===== src/rtl/pipe_ctrl_pkg.sv =====
// Shared types and constants for the pipeline hazard controller.
package pipe_ctrl_pkg;

  typedef enum logic [1:0] {
    ST_RUN        = 2'd0,
    ST_FLUSH      = 2'd1,
    ST_MEM_WAIT   = 2'd2,
    ST_FETCH_WAIT = 2'd3
  } state_e;

  localparam int unsigned REG_ADDR_WIDTH_DEF = 5;

  // addi x0,x0,0 -- loaded by pipeline registers when flushed
  localparam logic [31:0] NOP_INSN = 32'h00000013;

endpackage


===== src/rtl/pipe_hazard_ctrl_load_use.sv =====
// Load-use hazard compare: a load in EX whose destination is read by ID.
module load_use_detect #(
  parameter int unsigned AW = 5
) (
  input  logic [AW-1:0] i_id_rs1,
  input  logic [AW-1:0] i_id_rs2,
  input  logic          i_id_uses_rs1,
  input  logic          i_id_uses_rs2,
  input  logic [AW-1:0] i_ex_rd,
  input  logic          i_ex_mem_read,
  output logic          o_hazard
);

  logic w_rs1_hit;
  logic w_rs2_hit;

  assign w_rs1_hit = i_id_uses_rs1 && (i_id_rs1 == i_ex_rd);
  assign w_rs2_hit = i_id_uses_rs2 && (i_id_rs2 == i_ex_rd);
  assign o_hazard  = i_ex_mem_read && (i_ex_rd != '0) && (w_rs1_hit || w_rs2_hit);

endmodule


===== src/rtl/pipe_hazard_ctrl.sv =====
// Stall/flush sequencer for the five-stage pipeline.
// Optional performance counters enabled by PIPE_HAZARD_CTRL_PERF_EN.
module pipe_hazard_ctrl
  import pipe_ctrl_pkg::*;
#(
  parameter int unsigned REG_ADDR_WIDTH = REG_ADDR_WIDTH_DEF,
  parameter int unsigned FLUSH_CYCLES   = 2,
  parameter int unsigned MAX_WAIT       = 255,
  parameter int unsigned PERF_WIDTH     = 32
) (
  input  logic                      clk,
  input  logic                      rst,
  input  logic [REG_ADDR_WIDTH-1:0] id_rs1,
  input  logic [REG_ADDR_WIDTH-1:0] id_rs2,
  input  logic                      id_uses_rs1,
  input  logic                      id_uses_rs2,
  input  logic [REG_ADDR_WIDTH-1:0] ex_rd,
  input  logic                      ex_mem_read,
  input  logic                      ex_branch_taken,
  input  logic                      imem_ready,
  input  logic                      dmem_busy,
  output logic                      pc_we,
  output logic                      if_id_we,
  output logic                      if_id_flush,
  output logic                      id_ex_bubble,
  output logic                      id_ex_flush,
  output logic                      mem_stall,
  output logic [1:0]                state_o,
  output logic                      hang_err,
  output logic [PERF_WIDTH-1:0]     stall_cnt,
  output logic [PERF_WIDTH-1:0]     flush_cnt,
  output logic [PERF_WIDTH-1:0]     wait_cnt
);

  localparam logic [3:0]  FCNT_LOAD = 4'(FLUSH_CYCLES - 1);
  localparam logic [15:0] WAIT_LIM  = 16'(MAX_WAIT);

  state_e      r_state, w_state_nxt;
  state_e      r_ret, w_ret_nxt;
  state_e      w_eff;
  logic [3:0]  r_fcnt, w_fcnt_nxt;
  logic [15:0] r_wcnt, w_wcnt_nxt;
  logic        r_hang, w_hang_nxt;
  logic        w_load_use;

  load_use_detect #(.AW(REG_ADDR_WIDTH)) u_load_use (
    .i_id_rs1      (id_rs1),
    .i_id_rs2      (id_rs2),
    .i_id_uses_rs1 (id_uses_rs1),
    .i_id_uses_rs2 (id_uses_rs2),
    .i_ex_rd       (ex_rd),
    .i_ex_mem_read (ex_mem_read),
    .o_hazard      (w_load_use)
  );

  // Leaving MEM_WAIT resumes decisions as if still in the interrupted state.
  assign w_eff = (r_state == ST_MEM_WAIT) ? r_ret : r_state;

  always_comb begin
    pc_we        = 1'b0;
    if_id_we     = 1'b0;
    if_id_flush  = 1'b0;
    id_ex_bubble = 1'b0;
    id_ex_flush  = 1'b0;
    mem_stall    = 1'b0;
    w_state_nxt  = r_state;
    w_ret_nxt    = r_ret;
    w_fcnt_nxt   = r_fcnt;
    w_wcnt_nxt   = '0;
    w_hang_nxt   = r_hang;

    if (dmem_busy) begin
      mem_stall   = 1'b1;
      w_state_nxt = ST_MEM_WAIT;
      if (r_state != ST_MEM_WAIT) w_ret_nxt = r_state;
      // The entry cycle counts as the first wait cycle.
      w_wcnt_nxt  = (r_wcnt == '1) ? r_wcnt : r_wcnt + 16'd1;
      if (w_wcnt_nxt >= WAIT_LIM) w_hang_nxt = 1'b1;
    end else if (ex_branch_taken) begin
      pc_we       = 1'b1;
      if_id_we    = 1'b1;
      if_id_flush = 1'b1;
      id_ex_flush = 1'b1;
      w_fcnt_nxt  = FCNT_LOAD;
      w_state_nxt = (FLUSH_CYCLES > 1) ? ST_FLUSH : ST_RUN;
    end else if (w_eff == ST_FLUSH) begin
      pc_we       = imem_ready;
      if_id_we    = 1'b1;
      if_id_flush = 1'b1;
      w_fcnt_nxt  = (r_fcnt == '0) ? r_fcnt : r_fcnt - 4'd1;
      w_state_nxt = (r_fcnt <= 4'd1) ? ST_RUN : ST_FLUSH;
    end else if (w_load_use) begin
      id_ex_bubble = 1'b1;
      w_state_nxt  = ST_RUN;
    end else if (!imem_ready) begin
      if_id_we    = 1'b1;
      if_id_flush = 1'b1;
      w_state_nxt = ST_FETCH_WAIT;
    end else begin
      pc_we       = 1'b1;
      if_id_we    = 1'b1;
      w_state_nxt = ST_RUN;
    end

    if (!rst) begin
      pc_we        = 1'b0;
      if_id_we     = 1'b0;
      if_id_flush  = 1'b1;
      id_ex_bubble = 1'b0;
      id_ex_flush  = 1'b1;
      mem_stall    = 1'b0;
    end
  end

  always_ff @(posedge clk or negedge rst) begin
    if (!rst) begin
      r_state <= ST_RUN;
      r_ret   <= ST_RUN;
      r_fcnt  <= '0;
      r_wcnt  <= '0;
      r_hang  <= 1'b0;
    end else begin
      r_state <= w_state_nxt;
      r_ret   <= w_ret_nxt;
      r_fcnt  <= w_fcnt_nxt;
      r_wcnt  <= w_wcnt_nxt;
      r_hang  <= w_hang_nxt;
    end
  end

  assign state_o  = r_state;
  assign hang_err = r_hang;

`ifdef PIPE_HAZARD_CTRL_PERF_EN
  localparam logic [PERF_WIDTH-1:0] PERF_ONE = PERF_WIDTH'(1);

  logic                  w_p2, w_p4;
  logic [PERF_WIDTH-1:0] r_stall_cnt, r_flush_cnt, r_wait_cnt;

  assign w_p2 = !dmem_busy && ex_branch_taken;
  assign w_p4 = !dmem_busy && !ex_branch_taken && (w_eff != ST_FLUSH) && w_load_use;

  always_ff @(posedge clk or negedge rst) begin
    if (!rst) begin
      r_stall_cnt <= '0;
      r_flush_cnt <= '0;
      r_wait_cnt  <= '0;
    end else begin
      if (w_p4 && (r_stall_cnt != '1)) r_stall_cnt <= r_stall_cnt + PERF_ONE;
      if (w_p2 && (r_flush_cnt != '1)) r_flush_cnt <= r_flush_cnt + PERF_ONE;
      if (dmem_busy && (r_wait_cnt != '1)) r_wait_cnt <= r_wait_cnt + PERF_ONE;
    end
  end

  assign stall_cnt = r_stall_cnt;
  assign flush_cnt = r_flush_cnt;
  assign wait_cnt  = r_wait_cnt;
`else
  assign stall_cnt = '0;
  assign flush_cnt = '0;
  assign wait_cnt  = '0;
`endif

endmodule


===== config.mk =====
export PLATFORM = sky130hd
export DESIGN_NAME = pipe_hazard_ctrl
export DESIGN_NICKNAME = d
export VERILOG_FILES = /design/src/rtl/pipe_ctrl_pkg.sv /design/src/rtl/pipe_hazard_ctrl_load_use.sv /design/src/rtl/pipe_hazard_ctrl.sv
export SDC_FILE = /design/constraint.sdc
export NUM_CORES = 1
export LEC_CHECK = 0
export CAP_MARGIN = 20
export CORE_MARGIN = 5
export CORE_UTILIZATION = 36
export CTS_CLUSTER_DIAMETER = 150
export DETAILED_ROUTE_END_ITERATION = 10
export GPL_TIMING_DRIVEN = 0
export PLACE_DENSITY = 0.78
export SYNTH_ARGS = -nofsm -noshare
export SYNTH_HDL_FRONTEND = slang
export SYNTH_SLANG_ARGS = --single-unit

===== constraint.sdc =====
create_clock -name clk -period 2 [get_ports clk]
set_clock_uncertainty 0.1 [all_clocks]
set_input_delay 0.4 -clock clk [delete_from_list [all_inputs] [get_ports clk]]
set_output_delay 0.4 -clock clk [all_outputs]
set_load 0.005 [all_outputs]

Word-level counts from Yosys, hierarchy flattened
Cells that the tools add are included.
{ "classes": {"n_addsub": 2, "n_lt_le_gt_ge": 2, "eq_ne": 7, "muxes": 39, "bitwise_logic": 1, "reduce_logical": 11} }
{ "ops": {"columns": ["op", "n"], "rows": [
  ["$mux 16", 2],
  ["$mux 1", 28],
  ["$add 16x1->16 const B", 1],
  ["$eq 16x16->1 const B", 1],
  ["$ge 16x8->1 const B", 1],
  ["$mux 2", 6],
  ["$mux 4", 3],
  ["$eq 5x5->1", 2],
  ["$reduce_bool 5->1", 1],
  ["$le 4x1->1 const B", 1],
  ["$logic_and 1x1->1", 4],
  ["$logic_not 4->1", 1],
  ["$ne 2x2->1 const B", 2],
  ["$reduce_and 2->1", 2],
  ["$sub 4x1->4 const B", 1],
  ["$reduce_and 3->1", 1],
  ["$eq 2x1->1 const B", 1],
  ["$eq 2x2->1 const B", 1],
  ["$reduce_bool 2->1", 1],
  ["$logic_or 1x1->1", 1],
  ["$not 1->1", 1]
]} }
{ "totals": {"register_bits": 25, "input_bits": 23, "output_inout_bits": 105} }

Depth between registers and ports, before layout
{ "logic_depth": {"word_depth": 9, "mapped_depth": 7, "ltp_nobuf": 7} }

Cells and area by module
A second synthesis with hierarchy kept.
{ "unflattened": {"cells_unflattened": 289, "area_unflattened_um2": 2401.1} }
{ "modules_own_cells": {"columns": ["mod", "instances", "cells_each", "area_per_inst_um2", "seq_area_each_um2"], "rows": [
  ["pipe_hazard_ctrl", 1, 272, 2267.2, 625.6],
  ["load_use_detect", 1, 17, 133.9, 0.0]
]} }

Worst setup path before layout
OpenSTA, ideal clock, no wires.
{ "synth_path": {"path_kind": "flip-flop to flip-flop", "start": "reg r_wcnt[0]", "end": "reg r_hang, in the netlist hang_err", "arrival_time_ns": 1.878, "required_ns": 1.774, "path_slack_ns": -0.104, "path_stages_with_launch": 8, "path_buffers": 0, "synth_period_minus_slack_ns": 2.104, "path_cell_list": "dfrtp_1 -> ha_1 -> nand3_1 -> nor3_2 -> or3_2 -> a211oi_2 -> nand4_1 -> o32a_1"} }
{ "synth_between": {"elab_chain_len": 4, "elab_cells_between_ends": 5, "classes_between": "add/sub (1); order compare (1); eq/ne (1); mux (1); reduce/logical (1)"} }
{ "synth_lines": {"columns": ["element", "line", "source"], "rows": [
  ["start, declared", "pipe_hazard_ctrl.sv:42", "logic [15:0] r_wcnt, w_wcnt_nxt;"],
  ["start signal, assigned", "pipe_hazard_ctrl.sv:126", "r_wcnt <= w_wcnt_nxt;"],
  ["$add 16x1->16 / $eq 16x16->1 (equally long branches)", "pipe_hazard_ctrl.sv:77", "w_wcnt_nxt = (r_wcnt == '1) ? r_wcnt : r_wcnt + 16'd1;"],
  ["$mux 16 *", "pipe_hazard_ctrl.sv:77", null],
  ["$ge 16x8->1 *", "pipe_hazard_ctrl.sv:78", "if (w_wcnt_nxt >= WAIT_LIM) w_hang_nxt = 1'b1;"],
  ["$reduce_and 2->1 (no source line) *", null, null],
  ["end signal, assigned", "pipe_hazard_ctrl.sv:127", "r_hang <= w_hang_nxt;"],
  ["end, declared", "pipe_hazard_ctrl.sv:43", "logic r_hang, w_hang_nxt;"]
]} }
Every way passes the cells marked *; elsewhere a longest branch is shown, timed or not.
A chain may end at the register's enable or synchronous reset.

Final worst setup path
{ "layout_path": {"start": "in ex_rd[2]", "end": "out pc_we"} }
{ "layout_between": {"elab_chain_len": 9, "elab_cells_between_ends": 13, "classes_between": "eq/ne (2); mux (5); reduce/logical (6)"} }
{ "layout_lines": {"columns": ["element", "line", "source"], "rows": [
  ["start, declared", "pipe_hazard_ctrl.sv:17", "input logic [REG_ADDR_WIDTH-1:0] ex_rd,"],
  ["$eq 5x5->1 (on tied branches)", "pipe_hazard_ctrl_load_use.sv:17, pipe_hazard_ctrl_load_use.sv:18", null],
  ["$logic_and 1x1->1 (on tied branches)", "pipe_hazard_ctrl_load_use.sv:17, pipe_hazard_ctrl_load_use.sv:18", null],
  ["$logic_or 1x1->1", "pipe_hazard_ctrl_load_use.sv:19", "assign o_hazard = i_ex_mem_read && (i_ex_rd != '0) && (w_rs1_hit || w_rs2_hit);"],
  ["$logic_and 1x1->1 *", "pipe_hazard_ctrl_load_use.sv:19", null],
  ["$mux 1 *", "pipe_hazard_ctrl.sv:92", "end else if (w_load_use) begin"],
  ["$mux 1 *", "pipe_hazard_ctrl.sv:86", "end else if (w_eff == ST_FLUSH) begin"],
  ["$mux 1 *", "pipe_hazard_ctrl.sv:79", "end else if (ex_branch_taken) begin"],
  ["$mux 1 *", "pipe_hazard_ctrl.sv:72", "if (dmem_busy) begin"],
  ["$mux 1 *", "pipe_hazard_ctrl.sv:105", "if (!rst) begin"],
  ["end, declared", "pipe_hazard_ctrl.sv:22", "output logic pc_we,"]
]} }
Marked as above.

==> results.yml <==
sta:
  fin_ws_ns: -0.252
  final_max_slew_viol_count: 0
  hold_viol: 0
  report.final.setup_viol: 4
  post-route-period-util: 1.13
  rsz0062_at_grt: "yes"
  period_minus_slack_ns: 2.25
  max_clock_freq_mhz: 444
  tightestPinTransition_ns: 0.729
  maxSlewHeadroom: 0.512
worst_setup_path:
  cp-start-kind: "input port"
  critical_path_peak_fanout: 3
  crit_path_end_kind: "output pin"
  r2r_slack_ns: 0.02
  required_ns: 1.50
  path_class: "input port to output pin"
  worstPathArrival_ns: 1.75
cells_and_area:
  antenna-diode-count: 0
  most-common-layout-cells: "112 x buf_4, 96 x conb_1, 17 x dfrtp_1"
  final_nets: 450
  area_growth_pct: 45.2
  drive_gt1_frac: 0.388
  stdcell_area_mm2: 0.00345
  final_common_cell: "buf_4"
synthesis:
  synth_cells: 275
  synth_cell_types: 54
  yosysSeqAreaShare: 0.263
  ys.flop_type: "dfrtp_1"
  ys_ff_latch: 25
  synth_edf_count: 0
  synth_area_mm2: 0.00238
  async_flop_share: 1.00
  synth_warnings: 0
  syn_avg_cell_area_um2: 8.64
flow_run:
  drv_cap: 0
pwr:
  max-vdd-ir-drop_uv: 389
  p_int_mw: 0.959
  p_seq_frac: 0.431
  p_comb_frac: 0.347
  power_mw: 1.36
  power_density_mw_per_mm2: 394
  p_sw_frac: 0.294
  pwr-share-clk: 0.222
  power.switching_mw: 0.399
  total_leakage_power_nw: 1.86
detailed_routing:
  totalWireLength_um: 5560
  drcViolationCount: 0
  drtAntennaViolNets: 0
  vias: 2018
  via_per_inst: 4.04
  drt_iter0_markers: 50
  routedWlPerCell_um: 11.1
  first_pass_iters: 4
place:
  hpwl_um: 4190
  numPortBuffers: 31
  gp_congestion: 0.778
  placed_cell_area_mm2: 0.00318
global_routing:
  grt_pass1_wl_um: 8700
  grt_pass1_vias: 1875
  grt.overflow.total: 0
  track_usage: 0.122
  antenna_found_initial: 0
  grt_start_max_net_pins: 17
die:
  start_util: 0.372
  dieHeight_um: 91.2
  top_level_ports: 128
  row_count: 29
  die_x_um: 91.2
  die-area_mm2: 0.00832
  core_area_mm2: 0.00639
clock_tree:
  cts_tree: "built"
  numCtsBuffers: 3
  cts.clk_slew.worst_paths_ns: 0.09
  cts.sinks: 25
  clock_latency_ns: 0.27
  clockBufferDepth: 2
  cts-root-buf: "clkbuf_8"
  h-tree-depth: 1
status:
  status: "finished with violations"
  violations: "negative setup slack"
hold_path:
  hp-class: "flop to flop"
[power by group through the flow]
| stage | clock network (mW) | registers, mW | logic, mW |
|---|---|---|---|
| finish | 0.302 | 0.586 | 0.471 |
| global route | 0.328 | 0.593 | 0.525 |
| CTS | 0.305 | 0.583 | 0.449 |
| detailed placement | 0 | 0.588 | 0.439 |
| global placement | 0 | 0.586 | 0.424 |
| floorplan | 0 | 0.581 | 0.320 |
[path summary, 6_finish.rpt]
| kind | from | endpoint | depth (start not counted) |
|---|---|---|---|
| hold / removal | r_ret[0] | r_ret[0] | 1 |
| setup / recovery | ex_rd[2] | pc_we | 7 |
| min in group asynchronous | rst | r_wcnt[0] | 2 |
| setup reg to reg | r_wcnt[0] | hang_err | 7 |
| hold reg to reg | r_ret[0] | r_ret[0] | 1 |
| max in group asynchronous | rst | r_wcnt[11] | 3 |
[stage by stage]
stage	hold slack (ns)	setup WS, ns	setup TNS (ns)	utilization	instances
after floorplan	0.00441	0.00202	0	-	370
after global placement	0.380	-1.22	-6.81	0.494	478
after detailed placement	0.382	-1.05	-5.45	0.499	479
after CTS	0.415	-0.232	-0.617	0.527	494
after global routing	0.463	-0.323	-1.10	0.540	500
final	0.427	-0.252	-0.822	0.540	500
[registers in the layout, summed over array words and instances (netlist names)]
register,count
r_wcnt,16
r_fcnt,4
r_ret,2
state_o,2
hang_err,1
[area by class of cell]
class | instances | area [µm²]
plain buffers | 100 | 771
clock buffers | 4 | 45.0
fillers | 598 | 2940
inverters | 7 | 26.3
multi-input cells | 238 | 1430
flip-flops and latches | 25 | 636
well taps | 77 | 96.3
repair buffers | 49 | 442
[metal layers]
layer | up-vias | wire, µm | global-route usage | part of all wire
met2 | 95 | 2920 | 0.221 | 0.52
met3 | 10 | 484 | 0.0331 | 0.087
met5 | - | 0 | 0 | 0
li1 | 1028 | - | - | -
met4 | 0 | 106 | 0.0403 | 0.019
met1 | 885 | 2050 | 0.138 | 0.37
[kinds of logic (layout without fill, tap and decap cells)]
| kind of cell | Yosys count | count (layout) | share of synthesized area |
|---|---|---|---|
| AND/OR/NAND/NOR | 78 | 78 | 0.191 |
| flip-flops | 25 | 25 | 0.263 |
| XOR/XNOR | 22 | 22 | 0.0811 |
| AO/OA/AOI/OAI | 36 | 36 | 0.104 |
| buffers and inverters | 107 | 160 | 0.331 |
| adder cells (fa/ha/maj) | 3 | 3 | 0.0158 |
| multiplexers | 3 | 3 | 0.0126 |
| other | 1 | 96 | 0.00158 |
[worst max-delay path, cell delays in order]
cell,delay (ns)
buf_8,0.10
or4_4,0.52
o21a_1,0.22
nand3_2,0.10
and3b_1,0.19
o21a_1,0.12
buf_2,0.11
[cells in the mapped netlist (2+ instances only)]
cell	instances	area, µm²
a21boi_0	2	15.0
a21oi_1	7	35.0
a31oi_1	2	12.5
and2_1	7	43.8
and3_2	3	22.5
buf_4	97	728
clkbuf_8	2	27.5
dfrtp_1	25	626
ha_1	3	37.5
inv_1	7	26.3
mux2i_1	3	30.0
nand2_1	15	56.3
nand3_1	10	50.1
nand4_1	5	31.3
nor2_1	12	45.0
nor2b_1	4	25.0
nor3_1	3	15.0
nor3b_1	2	15.0
o211ai_1	2	15.0
o21a_1	2	15.0
o21ai_0	8	40.0
o21bai_1	2	15.0
xnor2_1	16	140
xor2_1	6	52.6
[repair_timing]
item,4_1_cts,5_1_grt
setup buffers,9,6
endpoints found under the hold margin,9,0
pin swaps,27,21
hold buffers,2,0
gates resized for setup,77,19
setup endpoints to repair,7,6
Power figures use the tool's default switching activity.
